## src/rtl/arith_serdes_pkg.sv

```systemverilog
// Shared types and legality bounds for the byte-serial adder front end.
package arith_serdes_pkg;

  typedef enum logic [1:0] {
    LOAD = 2'd0,
    CALC = 2'd1,
    DONE = 2'd2
  } state_e;

  localparam int WIDTH_MIN   = 8;
  localparam int WIDTH_MAX   = 64;
  localparam int LATENCY_MAX = 7;

  function automatic int nbytes(input int width);
    return width / 8;
  endfunction

endpackage

```

## src/rtl/arith_serdes_byte_deser.sv

```systemverilog
// Byte-indexed operand register file: bytes 0..NB-1 form A, NB..2NB-1 form B.
module byte_deser #(
  parameter int NB = 4
) (
  input  logic            clk,
  input  logic            rst,
  input  logic            wr_en,
  input  logic            wr_restart,
  input  logic [7:0]      data_in,
  output logic [8*NB-1:0] op_a,
  output logic [8*NB-1:0] op_b,
  output logic            full
);

  localparam int CW = $clog2(2*NB+1);

  logic [16*NB-1:0] regs_q, regs_d;
  logic [CW-1:0]    cnt_q, cnt_d;

  assign full = (cnt_q == CW'(2*NB));
  assign op_a = regs_q[8*NB-1:0];
  assign op_b = regs_q[16*NB-1:8*NB];

  // A restart overwrites A byte 0 and leaves the remaining bytes as they were.
  always_comb begin
    regs_d = regs_q;
    cnt_d  = cnt_q;
    if (wr_restart) begin
      regs_d[7:0] = data_in;
      cnt_d       = CW'(1);
    end else if (wr_en && !full) begin
      regs_d[int'(cnt_q)*8 +: 8] = data_in;
      cnt_d                      = cnt_q + CW'(1);
    end
  end

  always_ff @(posedge clk) begin
    if (rst) begin
      regs_q <= '0;
      cnt_q  <= '0;
    end else begin
      regs_q <= regs_d;
      cnt_q  <= cnt_d;
    end
  end

endmodule

```

## src/rtl/arith_serdes.sv

```systemverilog
// Deserialises two operands, drives an external adder, captures {carry,sum}
// after LATENCY+1 cycles and serves the result back one byte at a time.
module arith_serdes
  import arith_serdes_pkg::*;
#(
  parameter int WIDTH   = 32,
  parameter int LATENCY = 0
) (
  input  logic             clk,
  input  logic             rst,
  input  logic [7:0]       data_in,
  input  logic             load,
  input  logic             start_calc,
  input  logic             output_result,
  input  logic             sub,
  output logic [WIDTH-1:0] a,
  output logic [WIDTH-1:0] b,
  output logic             cin,
  input  logic [WIDTH:0]   z,
  output logic [7:0]       data_out,
  output logic             busy,
  output logic             done,
  output logic             carry
);

  localparam int NB = nbytes(WIDTH);
  localparam int RW = (NB > 1) ? $clog2(NB) : 1;

  if (WIDTH < WIDTH_MIN || WIDTH > WIDTH_MAX || (WIDTH % 8) != 0 ||
      LATENCY < 0 || LATENCY > LATENCY_MAX) begin : g_bad_params
    $error("arith_serdes: illegal WIDTH=%0d / LATENCY=%0d", WIDTH, LATENCY);
  end

  state_e           state_q, state_d;
  logic [2:0]       lat_q, lat_d;
  logic             sub_q, sub_d;
  logic [WIDTH-1:0] result_q, result_d;
  logic             carry_q, carry_d;
  logic [RW-1:0]    rd_idx_q, rd_idx_d;

  logic             full;
  logic             wr_en;
  logic             wr_restart;
  logic [WIDTH-1:0] op_a, op_b;

  // A full set with a start pending turns the same-cycle load into a no-op.
  assign wr_en      = load && (state_q == LOAD) && !(start_calc && full);
  assign wr_restart = load && (state_q == DONE);

  byte_deser #(.NB(NB)) u_deser (
    .clk        (clk),
    .rst        (rst),
    .wr_en      (wr_en),
    .wr_restart (wr_restart),
    .data_in    (data_in),
    .op_a       (op_a),
    .op_b       (op_b),
    .full       (full)
  );

  assign a        = op_a;
  assign b        = sub_q ? ~op_b : op_b;
  assign cin      = sub_q;
  assign busy     = (state_q == CALC);
  assign done     = (state_q == DONE);
  assign carry    = carry_q;
  assign data_out = done ? result_q[int'(rd_idx_q)*8 +: 8] : 8'h00;

  always_comb begin
    state_d  = state_q;
    lat_d    = lat_q;
    sub_d    = sub_q;
    result_d = result_q;
    carry_d  = carry_q;
    rd_idx_d = rd_idx_q;
    unique case (state_q)
      LOAD: begin
        if (start_calc && full) begin
          state_d = CALC;
          sub_d   = sub;
          lat_d   = '0;
        end
      end
      CALC: begin
        if (lat_q == 3'(LATENCY)) begin
          result_d = z[WIDTH-1:0];
          carry_d  = z[WIDTH];
          rd_idx_d = '0;
          state_d  = DONE;
        end else begin
          lat_d = lat_q + 3'd1;
        end
      end
      DONE: begin
        if (load) begin
          state_d = LOAD;
        end else if (output_result) begin
          rd_idx_d = (rd_idx_q == RW'(NB-1)) ? '0 : rd_idx_q + RW'(1);
        end
      end
      default: state_d = LOAD;
    endcase
  end

  always_ff @(posedge clk) begin
    if (rst) begin
      state_q  <= LOAD;
      lat_q    <= '0;
      sub_q    <= 1'b0;
      result_q <= '0;
      carry_q  <= 1'b0;
      rd_idx_q <= '0;
    end else begin
      state_q  <= state_d;
      lat_q    <= lat_d;
      sub_q    <= sub_d;
      result_q <= result_d;
      carry_q  <= carry_d;
      rd_idx_q <= rd_idx_d;
    end
  end

endmodule

```

## config.mk

```make
export PLATFORM = sky130hd
export DESIGN_NAME = arith_serdes
export DESIGN_NICKNAME = d
export VERILOG_FILES = /design/src/rtl/arith_serdes_pkg.sv /design/src/rtl/arith_serdes_byte_deser.sv /design/src/rtl/arith_serdes.sv
export SDC_FILE = /design/constraint.sdc
export NUM_CORES = 1
export LEC_CHECK = 0
export CORE_MARGIN = 3
export CORE_UTILIZATION = 45
export DETAILED_ROUTE_END_ITERATION = 8
export MAX_ROUTING_LAYER = met4
export PLACE_DENSITY = 0.76
export SLEW_MARGIN = 20
export SYNTH_ARGS = -nofsm -noshare
export SYNTH_HDL_FRONTEND = slang
export SYNTH_HIERARCHICAL = 1
export SYNTH_SLANG_ARGS = --single-unit
```

## constraint.sdc

```tcl
create_clock -name clk -period 2.5 [get_ports clk]
set_input_delay 0.625 -clock clk [delete_from_list [all_inputs] [get_ports clk]]
set_output_delay 0.625 -clock clk [all_outputs]
set_load 0.02 [all_outputs]
```

Word level (Yosys, flattened, before mapping)
Index checks and enable logic that the tools add are counted.

operators by class
  add/subtract/negate cells = 4
  equality and inequality tests = 10
  shift operators = 3
  mux-type cells = 19
  bitwise gates (word level) = 2
  reduce and logical (&&, ||, !) cells = 19

operator list
  kind                                                    number
  bitwise mux 64 bit                                      1
  variable shift 8 x 33 -> 64 bit (first input constant)  1
  variable part select 8 x 33 -> 64 bit                   1
  negator 7 -> 33 bit                                     1
  two-way mux 32 bit                                      1
  NOT 32 bit                                              1
  variable part select 32 x 6 -> 8 bit                    1
  two-way mux 8 bit                                       3
  two-way mux 2 bit                                       7
  != test 2 bit (second input constant)                   4
  two-way mux 3 bit                                       2
  one-hot mux 2 bit (3 select lines)                      1
  one-hot mux 3 bit (2 select lines)                      1
  AND reduction 2 bit                                     3
  AND reduction 3 bit                                     2
  nonzero test 2 bit                                      3
  logical AND 1 bit                                       5
  adder 4 x 1 -> 4 bit (second input constant)            1
  == test 2 bit (second input constant)                   2
  == test 4 bit (second input constant)                   1
  != test 2 x 1 -> 1 bit (second input constant)          2
  one-hot mux 2 bit (2 select lines)                      1
  AND reduction 4 bit                                     1
  adder 3 x 1 -> 3 bit (second input constant)            1
  other kinds (8)                                         10

word-level totals
  register bits = 109
  input bits = 47
  output and inout bits = 76

Logic depth before layout (Yosys ltp)
  word-level depth = 7
  depth in mapped cells = 12
  depth with buffers taken out = 9

Cells and area by module
The synthesis kept the hierarchy.

by module, submodules not included
  module        instances  cells each  area an instance (sq um)  seq. area each (sq um)
  byte_deser    1          299         2924.1                    1361.3
  arith_serdes  1          252         2387.3                    820.8

Worst setup path after synthesis
No wires, ideal clock.

  kind = register to register
  from = register u_deser.cnt_q[0]
  to = register u_deser.regs_q[54]
  library setup time = 0.115 ns
  data arrival time = 2.672 ns
  data required time = 2.385 ns
  setup slack = -0.287 ns
  stages on the path, launching flop included = 13
  path buffers = 3
  period minus slack after synthesis = 2.787 ns
  cells stage by stage = dfxtp_1 inv_1 ha_1 nand3b_1 inv_1 a2111oi_0 clkbuf_1 nand3b_1 or4b_1 buf_6 buf_12 nand3b_2 o21ai_2

on the way
  cells in the longest elaborated chain, start to end = 6

ends and longest elaborated chain
  element                               RTL line                       text
  start: declaration                    arith_serdes_byte_deser.sv:18  logic [CW-1:0] cnt_q, cnt_d;
  start signal: assignment              arith_serdes_byte_deser.sv:43  cnt_q <= cnt_d;
  == test 4 bit                         arith_serdes_byte_deser.sv:20  assign full = (cnt_q == CW'(2*NB));
  via full                              arith_serdes.sv:41             logic full;
  logical AND 1 bit                     arith_serdes.sv:47             assign wr_en = load && (state_q == LOAD) && !(start_calc && full);
  zero test 1 bit                       arith_serdes.sv:47
  logical AND 1 bit                     arith_serdes.sv:47
  via wr_en                             arith_serdes.sv:42             logic wr_en;
  logical AND 1 bit                     arith_serdes_byte_deser.sv:31  end else if (wr_en && !full) begin
  AND reduction 2 bit (no source line)  n/a
  end signal: assignment                arith_serdes_byte_deser.sv:42  regs_q <= regs_d;
  end: declaration                      arith_serdes_byte_deser.sv:17  logic [16*NB-1:0] regs_q, regs_d;

The timed path passes the listed nets, and every way through them passes these cells.
A chain may end at the register's enable or synchronous reset.

Worst setup path in the final report
  from = register rd_idx_q[0]
  to = output port data_out[6]

on the way
  cells in the longest elaborated chain, start to end = 2

ends and longest elaborated chain
  element                               RTL line             text
  start: declaration                    arith_serdes.sv:39   logic [RW-1:0] rd_idx_q, rd_idx_d;
  start signal: assignment              arith_serdes.sv:119  rd_idx_q <= rd_idx_d;
  variable part select 32 x 6 -> 8 bit  arith_serdes.sv:67   assign data_out = done ? result_q[int'(rd_idx_q)*8 +: 8] : 8'h00;
  two-way mux 8 bit                     arith_serdes.sv:67
  end: declaration                      arith_serdes.sv:20   output logic [7:0] data_out,

Every way passes these cells.

==> results.tsv <==
metric	value	unit
status	completed	
Mean Syn Cell Area	9.64	um2
Yosys warning total	6	
post-synthesis register bit count	109	
initial antenna violation count	0	
clock share of power	0.394	
DRT iter0 DRCs	254	
number of global-route vias before repair	4261	
sequential area share after synthesis	0.411	
diode count	0	
area of the die	0.0131	mm2
Ports	123	
Net Count, Synth	606	
clk_skew	6.35	ps
Final Non-Filler Cells	825	
flop2flop setup slack	150	ps
Die X	115	um
drt first pass iters	4	
clock root cell	clkbuf_16	
GRT overflow	0	
CTS tree	built	
clock slew at reported path FFs	70	ps
slowest CP cell	mux4_2	
Comb power frac	0.106	
Cell Int Power	0.00269	W
Final Net Count	733	
port buffer count	122	
Rel. slew slack	0.526	
Std-Cell Rows	39	
routed via count	4302	
Min Clock Period, post-route	2420	ps
routability cong.	0.843	
core area	0.0115	mm2
crit-path cells	buf_12, mux4_2, and2_1, dlygate4sd2_1	
HPWL after detailed placement	9360	um
CP Max Fanout	11	
overall routed net length	13000	um
ys flop type	dfxtp_1	
HP Class	register to register	
Sinks on Clock Net	109	
NetSw	0.000821	W
hold buffer count at CTS	0	
clock tree buffer depth	2	
largest net degree at the start of global routing	53	
Req. time, crit path	1880	ps
power density cells	493	mW/mm2
DRT antenna net count	0	
Worst Setup Start Kind	register	
worst slew pin tran	706	ps
FMAX	0.413	GHz
H-tree depth	3	
first-pass GRT wire length	21100	um
Unique masters post-synth	51	
Setup TNS Final	0	ps
Tcrit/Tclk final	0.970	
Final Max Slew Viols	0	
WS Path Type	register to output port	
critical path data arrival time	1800	ps
mapped cell area	0.00531	mm2
share of cells above drive strength 1	0.211	
die height	115	um
Post-synth EDFFs	0	
DR vias/cell	5.21	
Post-Place Cells	806	
Final setup viols	0	
CTS buffer count	9	
worst-skew pair later-pin latency	340	ps
gr usage total	0.205	
slowest stage delay, CP	490	ps
Peak VDD IR	0.312	mV
maxcap violations	0	
Synth Instances	551	
WL/cell	15.8	um
Residual DRC	0	
RSZ-0062 raised after global routing	no	
top post-synthesis cells by area	dfxtp_1 41%, mux2i_1 8.1%, xor2_1 5.6%	
leakage	3.13	nW
area share of the largest cell type after synthesis	0.411	
net switching fraction of the power	0.234	
Critical Path Sink Type	output port	
FFs w/ async S/R, synth	0	
synthesis-to-layout area growth	33.9	%
area leader, netlist	dfxtp_1	
sequential cell fraction of total power	0.500	
Hold Vio Cnt, Final	0	
Initial Utilization	0.463	
metal layers:
layer | routed length (um) | vias to the layer above | part of all wire | global-route usage
li1 | - | 2115 | - | -
met4 | 187 | 0 | 0.014 | 0.0673
met5 | 0 | - | 0 | -
met1 | 5860 | 2066 | 0.45 | 0.266
met3 | 597 | 14 | 0.046 | 0.0365
met2 | 6360 | 107 | 0.49 | 0.323
stage by stage:
stage / worst slack [ps] / total power, W / area (um2) / util / hold slack (ps)
after global routing: 3.31 / 0.00362 / 7110 / 0.620 / 477
final: 75.9 / 0.00351 / 7110 / 0.620 / 459
after global placement: -328 / 0.00214 / 6750 / 0.588 / 444
after detailed placement: -403 / 0.00215 / 6750 / 0.588 / 450
after floorplan: 20.6 / 0.00198 / 5330 / - / 433
after CTS: 7.87 / 0.00352 / 7030 / 0.613 / 460
registers in the layout, indices dropped and copies added, names as in the netlist:
register and cells:
carry 1, cin 1, lat_q 3, rd_idx_q 2, result_q 32, state_q 2, u_deser/cnt_q 4, u_deser/regs_q 64
kinds of logic (layout without fill, tap and decap cells):
family,count (synthesis),in the layout,synth area share
adders and majority gates,8,8,0.0188
and+or+nand+nor,208,208,0.217
DFF,109,109,0.411
AOI/OAI and AO/OA,92,92,0.123
buffers and inverters,47,178,0.0561
muxes,51,51,0.115
xor gates and xnor gates,36,36,0.0594
cell usage after synthesis, types with 16 or more instances:
library cell,number
nand2b_1,19
nor2_1,32
and3_1,16
dfxtp_1,109
a21oi_1,28
a21oi_2,29
mux2i_1,43
clkbuf_1,16
nand2_2,29
o21ai_0,18
nand2_1,62
xor2_1,34
cell usage in the layout (no fill, tap or decap), drive strengths merged, types with 4 or more instances in the layout:
cell type	n
buf	33
a21oi	59
nand2b	19
o21ai	26
dlymetal6s2s	19
nand3	4
ha	8
nor2	32
mux4	8
and2	10
nand3b	10
nand2	91
xor2	34
and3	16
dfxtp	109
nor3	5
clkbuf	16
clkdlybuf4s50	94
inv	9
mux2i	43
path summary, 6_finish.rpt:
kind / from / endpoint / cells past startpoint
worst max-delay path: rd_idx_q[0] / data_out[6] / 4
worst min-delay path: result_q[21] / result_q[21] / 2
worst max register to register: u_deser/cnt_q[1] / u_deser/regs_q[44] / 11
worst min register to register: result_q[21] / result_q[21] / 2
area by class of cell:
class	count	area, um2
clock buffer	10	229
inverter	9	33.8
sequential	109	2190
timing repair buffer	154	1570
fill	930	4360
clock inverter	5	52.6
tap	143	179
multi-input combinational	395	2850
power groups by stage:
stage          Clock (W)  Sequential [W]  Combinational [W]
5_1_grt          0.00147         0.00175           0.000399
3_3_place_gp           0         0.00179           0.000352
6_report         0.00138         0.00175           0.000372
4_1_cts          0.00140         0.00175           0.000362
2_1_floorplan          0         0.00181           0.000175
3_5_place_dp           0         0.00179           0.000359
repair_timing:
action / CTS / global route
buffers inserted: 0 / 4
endpoints found under the hold margin: 0 / 0
pin swaps: 0 / 2
resized for setup: 10 / 37
cloned: 0 / 0
endpoints found under the setup margin: 45 / 61
worst max-delay path, delay by kind of cell (launching register included):
kind                   cells  cell delay (ps)
multiplexers               1              490
buffers and inverters      2              460
flip-flops                 1              340
AND/OR/NAND/NOR            1              160
Power figures use the tool's default switching activity.
